## src/rtl/air_hockey_pkg.sv

```systemverilog
// Shared air-hockey definitions: FSM state encoding, screen geometry,
// coordinate widths and the colour constants used by the drawing engines.
package air_hockey_pkg;

  localparam int unsigned SCREEN_W = 160;
  localparam int unsigned SCREEN_H = 120;

  localparam int unsigned X_W      = 8;
  localparam int unsigned Y_W      = 7;
  localparam int unsigned COLOUR_W = 3;

  localparam logic [COLOUR_W-1:0] BG_COLOUR   = 3'b000;
  localparam logic [COLOUR_W-1:0] PUCK_COLOUR = 3'b111;

  typedef enum logic [2:0] {
    IDLE,
    ERASE,
    MOVE,
    DRAW,
    DONE
  } state_t;

endpackage

```

## src/rtl/puck_motion_engine_if.sv

```systemverilog
// Pixel-write bus towards the VGA adapter.
//   plot       : pixel write strobe
//   x_out      : pixel x
//   y_out      : pixel y
//   colour_out : pixel colour
// master = pixel producer (drawing engine), slave = VGA adapter.
interface puck_motion_engine_if;
  import air_hockey_pkg::*;

  logic                plot;
  logic [X_W-1:0]      x_out;
  logic [Y_W-1:0]      y_out;
  logic [COLOUR_W-1:0] colour_out;

  modport master (output plot, x_out, y_out, colour_out);
  modport slave  (input  plot, x_out, y_out, colour_out);

endinterface

```

## src/rtl/square_scan.sv

```systemverilog
// Row-major pixel scanner for a square of side 2**SIDE_LOG2.
//   clock, resetn : clock and synchronous active-high reset
//   start         : restart the scan at (0,0)
//   enable        : advance one pixel this cycle
//   dx, dy        : current offset inside the square (dx varies fastest)
//   last_c        : current pixel is the final one of the square
// The counter wraps to zero after the final pixel, so a scan that runs to
// completion leaves it ready for the next one.
module square_scan #(
  parameter int unsigned SIDE_LOG2 = 2
) (
  input  logic                 clock,
  input  logic                 resetn,
  input  logic                 start,
  input  logic                 enable,
  output logic [SIDE_LOG2-1:0] dx,
  output logic [SIDE_LOG2-1:0] dy,
  output logic                 last_c
);

  localparam int unsigned CNT_W = 2 * SIDE_LOG2;

  logic [CNT_W-1:0] count;

  // Pixel counter: low half is dx, high half is dy.
  always_ff @(posedge clock) begin
    if (resetn) begin
      count <= '0;
    end else if (start) begin
      count <= '0;
    end else if (enable) begin
      count <= count + CNT_W'(1);
    end
  end

  assign dx     = count[SIDE_LOG2-1:0];
  assign dy     = count[CNT_W-1:SIDE_LOG2];
  assign last_c = &count;

endmodule

```

## src/rtl/puck_motion_engine.sv

```systemverilog
// Per-frame puck update: on an accepted frame tick it erases the old puck
// square, steps the puck one pixel per axis with wall reflection, redraws the
// square at the new position and pulses done.
//   clock, resetn      : clock and synchronous active-high reset
//   enable             : 0 blocks new frame updates (a running one completes)
//   frame_tick         : one-cycle frame pulse from the pacing counter
//   vga                : pixel write bus (plot, x_out, y_out, colour_out)
//   puck_x, puck_y     : puck top-left position
//   dir_x, dir_y       : 1 = moving towards +x / +y
//   busy               : update in progress
//   done               : one-cycle pulse when the update finishes
//   overrun            : sticky, a frame tick arrived while busy
module puck_motion_engine #(
  parameter int unsigned SCREEN_W    = air_hockey_pkg::SCREEN_W,
  parameter int unsigned SCREEN_H    = air_hockey_pkg::SCREEN_H,
  parameter int unsigned PUCK_SIZE   = 4,
  parameter int unsigned X_INIT      = 78,
  parameter int unsigned Y_INIT      = 58,
  parameter logic [2:0]  BG_COLOUR   = air_hockey_pkg::BG_COLOUR,
  parameter logic [2:0]  PUCK_COLOUR = air_hockey_pkg::PUCK_COLOUR
) (
  input  logic                             clock,
  input  logic                             resetn,
  input  logic                             enable,
  input  logic                             frame_tick,
  puck_motion_engine_if.master             vga,
  output logic [air_hockey_pkg::X_W-1:0]   puck_x,
  output logic [air_hockey_pkg::Y_W-1:0]   puck_y,
  output logic                             dir_x,
  output logic                             dir_y,
  output logic                             busy,
  output logic                             done,
  output logic                             overrun
);
  import air_hockey_pkg::*;

  localparam int unsigned SIDE_LOG2 = $clog2(PUCK_SIZE);
  localparam int unsigned X_MAX     = SCREEN_W - PUCK_SIZE;
  localparam int unsigned Y_MAX     = SCREEN_H - PUCK_SIZE;

  state_t                 state;
  logic                   plot_q;
  logic [COLOUR_W-1:0]    colour_q;
  logic [SIDE_LOG2-1:0]   dx;
  logic [SIDE_LOG2-1:0]   dy;
  logic                   scan_last_c;
  logic                   scan_start_c;
  logic                   tick_accept_c;

  assign tick_accept_c = (state == IDLE) && frame_tick && enable;
  // Restart the scan on entry to each square pass.
  assign scan_start_c  = tick_accept_c || (state == MOVE);

  square_scan #(
    .SIDE_LOG2 (SIDE_LOG2)
  ) u_scan (
    .clock  (clock),
    .resetn (resetn),
    .start  (scan_start_c),
    .enable (plot_q),
    .dx     (dx),
    .dy     (dy),
    .last_c (scan_last_c)
  );

  // Pixel address is always relative to the current (old during erase, new
  // during draw) puck position.
  assign vga.plot       = plot_q;
  assign vga.colour_out = colour_q;
  assign vga.x_out      = puck_x + X_W'(dx);
  assign vga.y_out      = puck_y + Y_W'(dy);

  // Frame update sequencer with registered outputs.
  always_ff @(posedge clock) begin
    if (resetn) begin
      state    <= IDLE;
      puck_x   <= X_W'(X_INIT);
      puck_y   <= Y_W'(Y_INIT);
      dir_x    <= 1'b1;
      dir_y    <= 1'b1;
      plot_q   <= 1'b0;
      colour_q <= BG_COLOUR;
      busy     <= 1'b0;
      done     <= 1'b0;
      overrun  <= 1'b0;
    end else begin
      done <= 1'b0;

      // Ticks arriving mid-update are dropped, only remembered here.
      if (frame_tick && busy) begin
        overrun <= 1'b1;
      end

      unique case (state)
        IDLE: begin
          if (tick_accept_c) begin
            state    <= ERASE;
            plot_q   <= 1'b1;
            colour_q <= BG_COLOUR;
            busy     <= 1'b1;
          end
        end

        ERASE: begin
          if (scan_last_c) begin
            state  <= MOVE;
            plot_q <= 1'b0;
          end
        end

        MOVE: begin
          state    <= DRAW;
          plot_q   <= 1'b1;
          colour_q <= PUCK_COLOUR;

          // x axis: reflect off the right or left wall, else step.
          if (dir_x && (puck_x == X_W'(X_MAX))) begin
            dir_x  <= 1'b0;
            puck_x <= puck_x - X_W'(1);
          end else if (!dir_x && (puck_x == '0)) begin
            dir_x  <= 1'b1;
            puck_x <= X_W'(1);
          end else if (dir_x) begin
            puck_x <= puck_x + X_W'(1);
          end else begin
            puck_x <= puck_x - X_W'(1);
          end

          // y axis: reflect off the bottom or top wall, else step.
          if (dir_y && (puck_y == Y_W'(Y_MAX))) begin
            dir_y  <= 1'b0;
            puck_y <= puck_y - Y_W'(1);
          end else if (!dir_y && (puck_y == '0)) begin
            dir_y  <= 1'b1;
            puck_y <= Y_W'(1);
          end else if (dir_y) begin
            puck_y <= puck_y + Y_W'(1);
          end else begin
            puck_y <= puck_y - Y_W'(1);
          end
        end

        DRAW: begin
          if (scan_last_c) begin
            state  <= DONE;
            plot_q <= 1'b0;
            done   <= 1'b1;
          end
        end

        DONE: begin
          state <= IDLE;
          busy  <= 1'b0;
        end

        default: begin
          state <= IDLE;
        end
      endcase
    end
  end

endmodule
```

## src/flat_wrapper.sv

```systemverilog
// flat-port wrapper written by rule: the top's interface ports become plain ports
module puck_motion_engine_flat import air_hockey_pkg::*;
#(
  parameter int unsigned SCREEN_W    = air_hockey_pkg::SCREEN_W,
  parameter int unsigned SCREEN_H    = air_hockey_pkg::SCREEN_H,
  parameter int unsigned PUCK_SIZE   = 4,
  parameter int unsigned X_INIT      = 78,
  parameter int unsigned Y_INIT      = 58,
  parameter logic [2:0]  BG_COLOUR   = air_hockey_pkg::BG_COLOUR,
  parameter logic [2:0]  PUCK_COLOUR = air_hockey_pkg::PUCK_COLOUR
)
  (clock, resetn, enable, frame_tick, puck_x, puck_y, dir_x, dir_y, busy, done, overrun, vga_plot, vga_x_out, vga_y_out, vga_colour_out);
  puck_motion_engine_if vga_i ();
  input  logic clock;
  input  logic resetn;
  input  logic enable;
  input  logic frame_tick;
  output logic [air_hockey_pkg::X_W-1:0] puck_x;
  output logic [air_hockey_pkg::Y_W-1:0] puck_y;
  output logic dir_x;
  output logic dir_y;
  output logic busy;
  output logic done;
  output logic overrun;
  output wire logic [$bits(vga_i.plot)-1:0] vga_plot;
  output wire logic [$bits(vga_i.x_out)-1:0] vga_x_out;
  output wire logic [$bits(vga_i.y_out)-1:0] vga_y_out;
  output wire logic [$bits(vga_i.colour_out)-1:0] vga_colour_out;
  assign vga_plot = vga_i.plot;
  assign vga_x_out = vga_i.x_out;
  assign vga_y_out = vga_i.y_out;
  assign vga_colour_out = vga_i.colour_out;
  puck_motion_engine #(.SCREEN_W(SCREEN_W), .SCREEN_H(SCREEN_H), .PUCK_SIZE(PUCK_SIZE), .X_INIT(X_INIT), .Y_INIT(Y_INIT), .BG_COLOUR(BG_COLOUR), .PUCK_COLOUR(PUCK_COLOUR)) u_core (.clock(clock), .resetn(resetn), .enable(enable), .frame_tick(frame_tick), .vga(vga_i), .puck_x(puck_x), .puck_y(puck_y), .dir_x(dir_x), .dir_y(dir_y), .busy(busy), .done(done), .overrun(overrun));
endmodule
```

## config.mk

```make
export PLATFORM = sky130hd
export DESIGN_NAME = puck_motion_engine_flat
export DESIGN_NICKNAME = d
export VERILOG_FILES = /design/src/rtl/air_hockey_pkg.sv /design/src/rtl/puck_motion_engine_if.sv /design/src/rtl/square_scan.sv /design/src/rtl/puck_motion_engine.sv /design/src/flat_wrapper.sv
export SDC_FILE = /design/constraint.sdc
export NUM_CORES = 1
export LEC_CHECK = 0
export ABC_AREA = 1
export CAP_MARGIN = 30
export CORE_MARGIN = 2
export CORE_UTILIZATION = 50
export CTS_BUF_LIST = sky130_fd_sc_hd__clkbuf_4 sky130_fd_sc_hd__clkbuf_8 sky130_fd_sc_hd__clkbuf_16
export DETAILED_ROUTE_END_ITERATION = 8
export PLACE_DENSITY = 0.86
export RECOVER_POWER = 50
export SLEW_MARGIN = 0
export SYNTH_ARGS = -nofsm -noshare
export SYNTH_HDL_FRONTEND = slang
export SYNTH_SLANG_ARGS = --single-unit
```

## constraint.sdc

```tcl
create_clock -name clock -period 3.3 [get_ports clock]
set_input_delay 0.66 -clock clock [delete_from_list [all_inputs] [get_ports clock]]
set_output_delay 0.66 -clock clock [all_outputs]
set_load 0.005 [all_outputs]
```

# After elaboration in Yosys (flattened, before gate mapping)
# Index checks and enable logic that the tools add are counted.
# Widths: inputs -> output; s select.
# word_totals
regBits,31
in_bits,4
word_cells,78
out_inout_bits,39
# classes
n_reduce_logical,28
addsub,7
n_eq_ne,10
bitwise_logic,1
mux,21
# op_table
operator,n
$mux 8,3
$mux 7,3
$mux 3,4
$pmux 3 s4,1
$add 8x1->8 const B,1
$add 8x2->8,1
$eq 8x8->1 const B,1
$logic_not 8->1,1
$ne 2x1->1 const B,4
$reduce_and 2->1,4
$reduce_bool 2->1,4
$sub 8x1->8 const B,1
$add 7x1->7 const B,1
$add 7x2->7,1
$eq 7x7->1 const B,1
$logic_and 1x1->1,7
$logic_not 7->1,1
$mux 1,7
$sub 7x1->7 const B,1
$eq 3x2->1 const B,2
$pmux 3 s2,1
$reduce_and 3->1,2
$reduce_or 2->1,3
$add 4x1->4 const B,1
other kinds (10),11

# Longest topological paths before layout
# logic_depth
ltp_word,5
ltp_mapped,11
ltp_nobuf,11

# Modules after synthesis
# A second synthesis with hierarchy kept.
# unflattened
hier_cells,340
hier_area_um2,2248.4
# by_module_without_submodules
module,area_per_inst_um2,seq_area_each_um2,n_inst,cells_per_inst
puck_motion_engine,2075.7,500.5,1,317
square_scan,172.7,80.1,1,23

# Worst setup path before layout
# Ideal clock, no wire load.
# synth_path
path_type,register to output
start,register u_core.puck_x[0] in the netlist's numbering
end,output vga_x_out[6]
required_ns,2.640
path_stages_with_launch,7
arrival_ns,1.463
slack_ns,1.177
cell_sequence,dfxtp_1 > ha_1 > inv_1 > fa_1 > nor2_1 > nand3_1 > xor2_1
# synth_between
elab_chain_cells,1
# synth_lines
element,line,source
"start, declared",puck_motion_engine.sv:27,"output logic [air_hockey_pkg::X_W-1:0] puck_x,"
"start signal, assigned",puck_motion_engine.sv:77,puck_x <= X_W'(X_INIT);
"start signal, assigned",puck_motion_engine.sv:119,puck_x <= puck_x - X_W'(1);
"start signal, assigned",puck_motion_engine.sv:124,puck_x <= puck_x + X_W'(1);
$add 8x2->8,puck_motion_engine.sv:70,assign vga.x_out = puck_x + X_W'(dx);
"end, declared",flat_wrapper.sv:26,output wire logic [$bits(vga_i.x_out)-1:0] vga_x_out;
# No other way between the ends.

# Final worst setup path
# Ends and elaborated chain as after synthesis.

==> metrics.csv <==
metric,value,unit
P_sw,0.337,mW
Worst Setup End Kind,primary output,
Switching Fraction,32.9,%
Hold Path Origin,u_core.overrun,
final setup skew,0.00304,ns
vertical extent of the die,70.1,um
overall power,1.02,mW
Yosys top cell area share,26.6,%
global router's overall resource usage,22.2,%
total number of yosys warnings,0,
maximum number of pins on one net before global-route repair,16,
hold bufs inserted after CTS,0,
max-slew violation count,0,
final antenna-violating net count,0,
final worst-path cycle share,92.8,%
final weighted congestion in routability-driven placement,0.868,
status,"complete, no violations",
Reg2Reg Capture Point,u_core.dir_y,
unrepaired setup endpoints after global routing,false,
met1 GRT Util,28.7,%
vias per std cell,5.41,
Crit path required time,2.64,ns
number of cells on the worst hold path,2,
Logic pwr share,28.8,%
flip-flop and latch count after synthesis,29,
floorplan die width,70.1,um
number of standard-cell rows in the floorplan,24,
Clock Latency Late Sink,0.28,ns
Top Ports,43,
worst hold margin,0.484,ns
clock root buffer,clkbuf_8,
DP HPWL,3.93,mm
count of endpoints failing hold in the final timing report,0,
Max Clk Rate,327,MHz
startpoint type of the worst setup path,register,
met3 Resource Use GR,4.62,%
Post-route DRC,0,
share of total power in sequential cells,42.0,%
Final Critical Period,3.06,ns
count of inserted antenna diode cells,0,
mean routed wirelength per cell,12.3,um
number of antenna violations at the first check in global routing,0,
post-synthesis area per instance,6.52,um2
slew at the pin closest to its max-slew limit,0.477,ns
R2R cell count,6,
starting density of the core,50.8,%
number of cells upsized or downsized after cts,0,
number of H-tree levels,2,
clock tree from TritonCTS,built,
"Remaining Overflow, GRT",0,
cell area power density,385,mW/mm2
Setup CP Type,register to primary output,
drt first-iter violations,186,
setup slack after placement,0.534,ns
routed vias,2301,
Top Usage Layer GRT,met2,
number of violations of the max-capacitance limit,0,
number of input and output port buffers inserted,42,
sequential element share of the synthesized area,26.6,%
FF-to-FF setup slack,1.52,ns
core box area,0.00429,mm2
Clock Sinks,29,
CTS buffer count,5,
area of the die,0.00491,mm2
Power Internal,0.687,mW
static power due to leakage,1.19,nW
"Cell Area, Synth",0.00218,mm2
Routed WL,5.25,mm
Nets,390,
final worst setup slack,0.238,ns
most area-hungry cell type in the Yosys netlist,dfxtp_1,
R2R Path Start,u_core.puck_y[2],
Setup-failing EPs final,0,
area grow syn2layout,21.8,%
relative max-transition margin,68.1,%
most common library cell in the layout ignoring fill and taps,nand2_1,
part of the total power dissipated in the clock network,29.2,%
Syn Nets,352,
CP max FO,6,
first drt pass iteration count,4,
setup TNS after final layout,0,ns
peak supply drop,349,uV
wire length of the first global-routing pass,9.00,mm
via count of the first global-routing pass,2056,
post-CTS setup buffer count,0,
proportion of layout cells with a drive suffix above 1,4.29,%
CTS max path bufs,2,
highest-count cells in the layout ignoring fill and taps,"nand2_1 (69), nand3_1 (50), inv_1 (38), nor2_1 (36), clkdlybuf4s50_1 (31)",
met2 Use GR,36.8,%
arrival time at the worst endpoint,2.40,ns
classification of the worst-slack hold path,register to register,
clock slew at reported path FFs,0.06,ns
Yosys cell types,27,
endpoint of the worst hold-timing path,u_core.overrun,
Synth area leaders,"dfxtp_1 (27%), nand2_1 (12%), nand3_1 (11%)",
cells after synthesis,335,
[worst max-delay path, stage by stage (launching register included)]
cell and delay [ns]:
dfxtp_1 0.42, ha_1 0.20, inv_1 0.06, fa_1 0.43
nor2_1 0.21, nand3_1 0.14, xor2_1 0.15, clkdlybuf4s50_1 0.51
[worst max-delay path by stage]
stage | to | slack [ns] | startpoint
global route | vga_x_out[6] | 0.1 | u_core.puck_x[1]
finish | vga_x_out[6] | 0.24 | u_core.puck_x[0]
detailed placement | vga_x_out[6] | 0.53 | u_core.puck_x[0]
CTS | vga_x_out[6] | 0.22 | u_core.puck_x[0]
floorplan | vga_x_out[6] | 1.18 | u_core.puck_x[0]
global placement | vga_x_out[6] | 0.66 | u_core.puck_x[0]
[final cells by class]
cell class	instances	area, um2
clock inverters	1	7.51
multi-input cells	253	1350
fillers	404	1630
clock buffers	6	82.6
flip-flops and latches	29	581
repair buffers	42	420
inverters	42	158
well taps	52	65.1
[routing by layer]
metal,vias up,part of all wire (%)
met4,0,1.2
li1,1172,-
met1,1051,44
met3,7,5.7
met5,-,0
met2,71,49
[per-stage QoR]
| step | utilization (%) | area, um2 | cells |
|---|---|---|---|
| 2_1_floorplan | - | 2180 | 335 |
| 3_3_place_gp | 60.1 | 2580 | 418 |
| 3_5_place_dp | 60.1 | 2580 | 418 |
| 4_1_cts | 62.2 | 2670 | 425 |
| 5_1_grt | 61.9 | 2660 | 425 |
| 6_report | 61.9 | 2660 | 425 |
[registers in the layout (all words and copies together), names as in the netlist]
| name | count |
|---|---|
| u_core.overrun | 1 |
| u_core.dir_y | 1 |
| u_core.done | 1 |
| u_core.state | 3 |
| u_core.puck_y | 7 |
| u_core.vga.colour_out | 1 |
| u_core.puck_x | 8 |
| u_core.dir_x | 1 |
| u_core.busy | 1 |
| u_core.vga.plot | 1 |
| u_core.u_scan.count | 4 |
[power by group through the flow]
stage | Sequential (mW) | Combinational, mW | Clock, mW
after CTS | 0.430 | 0.303 | 0.303
after detailed placement | 0.438 | 0.301 | 0
after global routing | 0.437 | 0.333 | 0.319
after global placement | 0.437 | 0.294 | 0
after floorplan | 0.422 | 0.193 | 0
final | 0.430 | 0.296 | 0.299
[cells in the mapped netlist]
| cell | number |
|---|---|
| a21oi_1 | 20 |
| buf_2 | 2 |
| buf_4 | 6 |
| buf_6 | 3 |
| clkinv_1 | 1 |
| dfxtp_1 | 29 |
| fa_1 | 2 |
| ha_1 | 11 |
| inv_1 | 37 |
| inv_2 | 4 |
| nand2_1 | 68 |
| nand2_2 | 2 |
| nand3_1 | 50 |
| nand3_2 | 1 |
| nand4_1 | 6 |
| nor2_1 | 33 |
| nor2_2 | 5 |
| nor2_4 | 1 |
| nor3_1 | 4 |
| o211ai_1 | 1 |
| o21ai_0 | 26 |
| o21ai_1 | 1 |
| o31ai_1 | 1 |
| or2_0 | 2 |
| or2_2 | 1 |
| xnor2_1 | 3 |
| xor2_1 | 15 |
[cells by family after synthesis]
logic type	share of synthesized area (%)
AO/OA/AOI/OAI	11.5
AND/OR/NAND/NOR	35.3
XOR/XNOR	7.22
buffers and inverters	11.3
adder cells (fa/ha/maj)	8.14
flip-flops	26.6
Power figures use the tool's default switching activity.
